File: config.mk
export PLATFORM = sky130hd
export DESIGN_NAME = tx_beam_sequencer
export DESIGN_NICKNAME = d
export VERILOG_FILES = /design/src/rtl/tx_beam_sequencer.sv
export SDC_FILE = /design/constraint.sdc
export NUM_CORES = 2
export LEC_CHECK = 0
export CAP_MARGIN = 25
export CORE_MARGIN = 3
export CORE_UTILIZATION = 45
export CTS_CLUSTER_DIAMETER = 60
export DETAILED_ROUTE_END_ITERATION = 10
export PLACE_DENSITY_LB_ADDON = 0.12
export SLEW_MARGIN = 20
export SYNTH_ARGS = -nofsm -noshare
export SYNTH_HDL_FRONTEND = slang
export SYNTH_SLANG_ARGS = --single-unit
File: constraint.sdc
create_clock -name clk -period 7.1 [get_ports clk]
set_input_delay 1.065 -clock clk [delete_from_list [all_inputs] [get_ports clk]]
set_output_delay 1.065 -clock clk [all_outputs]
set_load 0.02 [all_outputs]
File: src/rtl/tx_beam_sequencer.sv
// Multi-element transmit beam sequencer: per-element delay table, square-wave bursts, N firings per scanline.
// Optional macro TX_BIPOLAR_EN adds txArrayN, the low-half drive for tri-level pulsers.
module tx_beam_sequencer #(
  parameter int NUM_ELEMENTS = 64,
  parameter int DW_DELAY     = 10,
  parameter int DW_HALF      = 4,
  parameter int DW_CYCLES    = 4,
  parameter int DW_POINTS    = 13,
  parameter int DW_PRI       = 16
) (
  input  logic                            clk,
  input  logic                            rst,
  input  logic                            cfg_valid,
  output logic                            cfg_ready,
  input  logic [$clog2(NUM_ELEMENTS)-1:0] cfg_addr,
  input  logic [DW_DELAY-1:0]             cfg_delay,
  input  logic [NUM_ELEMENTS-1:0]         element_en,
  input  logic [DW_HALF-1:0]              half_period,
  input  logic [DW_CYCLES-1:0]            num_cycles,
  input  logic [DW_POINTS-1:0]            num_points,
  input  logic [DW_PRI-1:0]               pri,
  input  logic                            initiate,
  input  logic                            abort,
  output logic [NUM_ELEMENTS-1:0]         txArray,
`ifdef TX_BIPOLAR_EN
  output logic [NUM_ELEMENTS-1:0]         txArrayN,
`endif
  output logic                            busy,
  output logic [DW_POINTS-1:0]            point_idx,
  output logic                            point_done,
  output logic                            done
);

  // state  | meaning
  // S_IDLE | waiting for initiate, delay table writable
  // S_FIRE | one PRI in progress, r_t counts 0..P'-1
  // S_END  | one-cycle done pulse, then back to S_IDLE
  typedef enum logic [1:0] {S_IDLE, S_FIRE, S_END} state_t;

  localparam int TW  = DW_DELAY + DW_HALF + DW_CYCLES + 2;
  localparam int CW  = (TW > DW_PRI) ? TW : DW_PRI;
  localparam int HVW = DW_CYCLES + 1;

  state_t                 r_state, w_state_next;
  logic [DW_PRI-1:0]      r_t, w_t_next;
  logic [DW_POINTS-1:0]   r_point_idx, w_idx_next;
  logic                   w_start, w_latch, w_busy, w_fire_next;

  logic [NUM_ELEMENTS-1:0] r_en;
  logic [DW_HALF-1:0]      r_h;
  logic [DW_CYCLES-1:0]    r_c;
  logic [DW_POINTS-1:0]    r_n;
  logic [DW_PRI-1:0]       r_p;
  logic [DW_DELAY-1:0]     r_delay [NUM_ELEMENTS];

  logic [NUM_ELEMENTS-1:0] w_en_use;
  logic [DW_HALF-1:0]      w_h_in;
  logic [DW_CYCLES-1:0]    w_c_use;
  logic [DW_PRI-1:0]       w_p_in;

  logic [NUM_ELEMENTS-1:0]              r_act, w_act_next;
  logic [NUM_ELEMENTS-1:0][DW_HALF-1:0] r_ph, w_ph_next;
  logic [NUM_ELEMENTS-1:0][HVW-1:0]     r_hv, w_hv_next;
  logic [NUM_ELEMENTS-1:0]              r_tx, w_tx_next, w_txn_next;

  assign w_h_in   = (half_period == '0) ? DW_HALF'(1) : half_period;
  assign w_p_in   = (pri == '0) ? DW_PRI'(1) : pri;
  assign w_en_use = w_latch ? element_en : r_en;
  assign w_c_use  = w_latch ? num_cycles : r_c;

  always_comb begin
    w_state_next = r_state;
    w_t_next     = r_t;
    w_idx_next   = r_point_idx;
    w_start      = 1'b0;
    w_latch      = 1'b0;
    unique case (r_state)
      S_IDLE: begin
        if (initiate) begin
          w_latch = 1'b1;
          if (num_points != '0) begin
            w_state_next = S_FIRE;
            w_t_next     = '0;
            w_idx_next   = '0;
            w_start      = 1'b1;
          end else begin
            w_state_next = S_END;
          end
        end
      end
      S_FIRE: begin
        if (abort) begin
          w_state_next = S_IDLE;
        end else if (r_t == r_p - 1'b1) begin
          if (r_point_idx == r_n - 1'b1) begin
            w_state_next = S_END;
          end else begin
            w_idx_next = r_point_idx + 1'b1;
            w_t_next   = '0;
            w_start    = 1'b1;
          end
        end else begin
          w_t_next = r_t + 1'b1;
        end
      end
      S_END:   w_state_next = S_IDLE;
      default: w_state_next = S_IDLE;
    endcase
  end

  assign w_fire_next = (w_state_next == S_FIRE);

  // Each element runs its own half-period phase counter so no divider is needed on the burst offset.
  always_comb begin
    for (int i = 0; i < NUM_ELEMENTS; i++) begin
      w_act_next[i] = 1'b0;
      w_ph_next[i]  = r_ph[i];
      w_hv_next[i]  = r_hv[i];
      if (w_fire_next) begin
        if ((CW'(w_t_next) == CW'(r_delay[i])) && (w_c_use != '0) && w_en_use[i]) begin
          w_act_next[i] = 1'b1;
          w_ph_next[i]  = '0;
          w_hv_next[i]  = '0;
        end else if (r_act[i] && !w_start) begin
          w_act_next[i] = 1'b1;
          if (r_ph[i] == r_h - 1'b1) begin
            w_ph_next[i] = '0;
            w_hv_next[i] = r_hv[i] + HVW'(1);
            if ((r_hv[i] + HVW'(1)) == {r_c, 1'b0}) w_act_next[i] = 1'b0;
          end else begin
            w_ph_next[i] = r_ph[i] + 1'b1;
          end
        end
      end
      w_tx_next[i]  = w_act_next[i] & ~w_hv_next[i][0];
      w_txn_next[i] = w_act_next[i] &  w_hv_next[i][0];
    end
  end

  always_ff @(posedge clk) begin
    if (rst) begin
      r_state     <= S_IDLE;
      r_t         <= '0;
      r_point_idx <= '0;
      r_en        <= '0;
      r_h         <= DW_HALF'(1);
      r_c         <= '0;
      r_n         <= '0;
      r_p         <= DW_PRI'(1);
      r_act       <= '0;
      r_ph        <= '0;
      r_hv        <= '0;
      r_tx        <= '0;
      for (int i = 0; i < NUM_ELEMENTS; i++) r_delay[i] <= '0;
    end else begin
      r_state     <= w_state_next;
      r_t         <= w_t_next;
      r_point_idx <= w_idx_next;
      if (w_latch) begin
        r_en <= element_en;
        r_h  <= w_h_in;
        r_c  <= num_cycles;
        r_n  <= num_points;
        r_p  <= w_p_in;
      end
      if (cfg_valid && cfg_ready && (int'(cfg_addr) < NUM_ELEMENTS))
        r_delay[cfg_addr] <= cfg_delay;
      r_act <= w_act_next;
      r_ph  <= w_ph_next;
      r_hv  <= w_hv_next;
      r_tx  <= w_tx_next;
    end
  end

`ifdef TX_BIPOLAR_EN
  logic [NUM_ELEMENTS-1:0] r_txn;
  always_ff @(posedge clk) begin
    if (rst) r_txn <= '0;
    else     r_txn <= w_txn_next;
  end
  assign txArrayN = r_txn;
`else
  // Unipolar build: the low half of each pulse cycle simply leaves the line idle.
`endif

  assign w_busy     = (r_state != S_IDLE);
  assign busy       = w_busy;
  assign cfg_ready  = !w_busy;
  assign txArray    = r_tx;
  assign point_idx  = r_point_idx;
  assign point_done = (r_state == S_FIRE) && (r_t == r_p - 1'b1) && !abort;
  assign done       = (r_state == S_END) && !abort;

endmodule

==> flow_summary.toml <==
[outcome]
result_of_the_run = "complete, no violations"

[worst_setup_path]
r2r_setup_slack_ns = 0.43
cp_top_family = "simple AND/OR/NAND/NOR gates"
critical_path_class = "flop to flop"
critPathMaxFanout = 23
data_arrival_critical_path_ns = 7.34
timing.critical_path.cells = "inv_1 -> ha_1 -> xnor2_1 -> a2111oi_0 -> o21ai_0 -> a2111oi_4 -> and4_1 -> nor2_1 -> nor2_4 -> buf_4 -> xnor2_1 -> nor4_1 -> nand4_1 -> o211ai_1 -> a31oi_1"
cp_data_required_time_ns = 7.77
worst-path-buf-inv = 2
timing.critical_path.slowest_stage_cell = "sky130_fd_sc_hd__and4_1"
crit_top_cell = "sky130_fd_sc_hd__xnor2_1"
endpoint_kind = "flop"
worst_setup_path_start_kind = "flop"
critical_path.max_stage_delay_ns = 0.88

[clocking]
postcts_resize_cnt = 0
clkSinkCount = 1476
post_cts_hold_buffer_count = 0
clk-insertion-delay-late_ns = 0.84
post_cts.repair.setup_buffers = 0
clkTransAtPathRegs_ns = 0.06
root_buffer = "sky130_fd_sc_hd__clkbuf_16"
tritoncts = "built"
ctsHtreeMaxLevel = 4
cts_made_buffers = 177
clock_path_buffers = 3

[logic_synthesis]
synth-edff-count = 640
synth_seq_area_share = 0.426
postSynth.asyncResetShare = 0
synth.top_cell.area_share = 0.228
mean_cell_area_of_the_mapped_netlist_um2 = 9.17
netlist_instances = 9200
syn-num-nets = 9455
netlist_area_pre_place_um2 = 84400
synth_flop_cell = "sky130_fd_sc_hd__dfxtp_1"
synth.area.top_cells = "sky130_fd_sc_hd__edfxtp_1 (23%), sky130_fd_sc_hd__dfxtp_1 (20%), sky130_fd_sc_hd__xnor2_1 (8.7%), sky130_fd_sc_hd__and2_1 (5.5%), sky130_fd_sc_hd__xor2_1 (3.5%)"
top_cell_type_by_total_area_after_synthesis = "sky130_fd_sc_hd__edfxtp_1"
synth_warnings = 0
yosys_register_bits = 1476
post_synthesis_cell_type_count = 104

[drt]
via_count = 73900
number_of_optimization_iterations_in_the_first_detailed_route_pass = 8
drt_drc_violations_left = 0
postRouteWirelength_um = 305000
ant_nets = 0
avgRoutedWirePerCell_um = 25.6
detail_route.vias_per_cell = 6.20
dr.first_iter.drc_count = 7672

[die]
ios = 203
placement_rows = 158
die_w_um = 439
core_um2 = 186000
die-area_um2 = 193000
die_height_um = 439
floorplan.initialDensity = 0.454

[global_routing]
grt.overflow.total = 0
grt_max_degree = 150
grt_pass1_vias = 68400
grt_usage = 0.306
grt_first_pass_wirelength_um = 446000
antenna_found_initial = 14

[timing]
slew_violations = 0
fmax_mhz = 150
grt_setup_unrepaired = "false"
tightestPinTransition_ns = 1.19
setup_viol = 0
clock-skew-final_ns = 0.0322
final_hold_viol_count = 0
maxSlewHeadroom = 0.205
final.period_utilization = 0.939
setup_ws_ns = 0.432
min_period_ns = 6.67
setup_total_negative_slack_ns = 0

[place]
gp_routability_congestion = 0.963
sum_of_net_half_perimeters_after_detailed_placement_um = 199000
placement.setup.worst_slack_ns = 0.619
place.port_buffers = 202
dp.cells = 11600

[worst_hold_path]
hp-class = "flop to flop"

[pwr]
power.combinational.fraction = 0.110
ir_worst_vdd_mv = 0.220
p_leak_nw = 34.2
p_sw_mw = 5.61
switching_share = 0.271
power_frac_clock = 0.447
internal_power_mw = 15.1
powerDensity_nw_per_um2 = 216
sequential_power_share = 0.443

[finish]
finalNetCount = 9547
most_frequent_standard_cell_in_the_layout_excluding_fill_and_tap_cells = "sky130_fd_sc_hd__xnor2_1"
synthToLayoutAreaGrowth_pct = 13.5
post_route_cells_drive_above_1_share = 0.0763
final_cell_count_no_fill = 11900
mostFrequentLayoutCells = "sky130_fd_sc_hd__xnor2_1 (840), sky130_fd_sc_hd__dfxtp_1 (831), sky130_fd_sc_hd__and2_1 (734)"

[job]
maxCapViolations = 0
==> flip-flops by register name (all words and copies together), names as in the netlist <==
register	count
txArray	64
point_idx	13
r_c	4
r_state	2
r_n	13
r_delay	640
r_en	64
r_ph	256
r_hv	320
r_act	64
r_p	16
r_t	16
r_h	4
==> synth_stat cells, types with 26 or more instances <==
| cell type | instances |
|---|---|
| sky130_fd_sc_hd__inv_1 | 113 |
| sky130_fd_sc_hd__a21boi_0 | 26 |
| sky130_fd_sc_hd__and3_1 | 163 |
| sky130_fd_sc_hd__and2_1 | 736 |
| sky130_fd_sc_hd__buf_2 | 70 |
| sky130_fd_sc_hd__a21o_1 | 62 |
| sky130_fd_sc_hd__xnor2_1 | 842 |
| sky130_fd_sc_hd__a22o_1 | 47 |
| sky130_fd_sc_hd__a41oi_1 | 32 |
| sky130_fd_sc_hd__or3_1 | 93 |
| sky130_fd_sc_hd__o21a_1 | 36 |
| sky130_fd_sc_hd__nand3_1 | 496 |
| sky130_fd_sc_hd__dfxtp_1 | 836 |
| sky130_fd_sc_hd__and4_1 | 29 |
| sky130_fd_sc_hd__nor3_1 | 246 |
| sky130_fd_sc_hd__a22oi_1 | 50 |
| sky130_fd_sc_hd__ha_1 | 133 |
| sky130_fd_sc_hd__or4_1 | 50 |
| sky130_fd_sc_hd__nand2b_1 | 54 |
| sky130_fd_sc_hd__clkbuf_1 | 404 |
| sky130_fd_sc_hd__a31oi_1 | 133 |
| sky130_fd_sc_hd__xor2_1 | 341 |
| sky130_fd_sc_hd__a311oi_1 | 34 |
| sky130_fd_sc_hd__o22ai_1 | 31 |
| sky130_fd_sc_hd__nand3b_1 | 56 |
| sky130_fd_sc_hd__a31o_2 | 32 |
| sky130_fd_sc_hd__nor3b_1 | 53 |
| sky130_fd_sc_hd__a211oi_1 | 45 |
| sky130_fd_sc_hd__o21ai_0 | 420 |
| sky130_fd_sc_hd__buf_1 | 72 |
| sky130_fd_sc_hd__o211ai_1 | 136 |
| sky130_fd_sc_hd__mux2i_1 | 96 |
| sky130_fd_sc_hd__edfxtp_1 | 640 |
| sky130_fd_sc_hd__nand4_1 | 216 |
| sky130_fd_sc_hd__o2111ai_1 | 26 |
| sky130_fd_sc_hd__nor4_1 | 227 |
| sky130_fd_sc_hd__nor2b_1 | 50 |
| sky130_fd_sc_hd__a21oi_1 | 434 |
| sky130_fd_sc_hd__or2_2 | 31 |
| sky130_fd_sc_hd__nand4b_1 | 45 |
| sky130_fd_sc_hd__nand2_1 | 658 |
| sky130_fd_sc_hd__nor4b_1 | 47 |
| sky130_fd_sc_hd__nor2_1 | 520 |
==> worst paths after layout <==
kind,start,end,cells after the start
max,r_p[0],r_hv[267],15
min,r_state[1],r_state[1],1
max reg2reg,r_p[0],r_hv[267],15
min reg2reg,r_state[1],r_state[1],1
==> per-layer routing <==
layer,share of wire,vias to the layer above,wire length (µm),GRT usage
met5,0.000043,-,13,0
met4,0.039,2,12000,0.116
met3,0.087,630,26700,0.0558
met2,0.44,3197,133000,0.469
met1,0.44,36400,133000,0.429
li1,-,33700,-,-
==> kinds of logic (layout without fill, tap and decap cells) <==
group                    Yosys count  in the layout  share of synthesized area
AO/OA/AOI/OAI                   1782           1782                      0.138
flip-flops                      1476           1476                      0.426
buffers and inverters            685            926                     0.0328
XOR/XNOR                        1183           1183                      0.123
AND/OR/NAND/NOR                 3837           3837                      0.248
multiplexers                     104            104                     0.0125
adder cells (fa/ha/maj)          133            133                     0.0197
other                              0              8                          0
==> power by group through the flow <==
stage	logic [mW]	clock network, mW	registers, mW
6_report	2.27	9.26	9.18
5_1_grt	2.40	9.71	9.19
4_1_cts	2.24	9.38	9.17
3_5_place_dp	2.23	0	9.36
3_3_place_gp	2.20	0	9.35
2_1_floorplan	1.36	0	9.29
==> layout make-up <==
| class | instances | area, µm² |
|---|---|---|
| diodes | 8 | 20.0 |
| inverters | 113 | 432 |
| well taps | 2480 | 3100 |
| flip-flops and latches | 1476 | 36000 |
| clock inverters | 77 | 913 |
| clock buffers | 251 | 4970 |
| repair buffers | 485 | 4420 |
| multi-input cells | 7039 | 45900 |
| fillers | 17100 | 90100 |
==> through the flow <==
step | hold slack (ns) | utilization | instance area [µm²] | total power, mW
global placement | 0.456 | 0.482 | 89700 | 11.6
global route | 0.479 | 0.515 | 95700 | 21.3
floorplan | 0.429 | - | 84400 | 10.7
detailed placement | 0.457 | 0.483 | 89800 | 11.6
CTS | 0.466 | 0.515 | 95700 | 20.8
finish | 0.470 | 0.515 | 95700 | 20.7
Note: power is estimated with default switching activity, not from simulation.
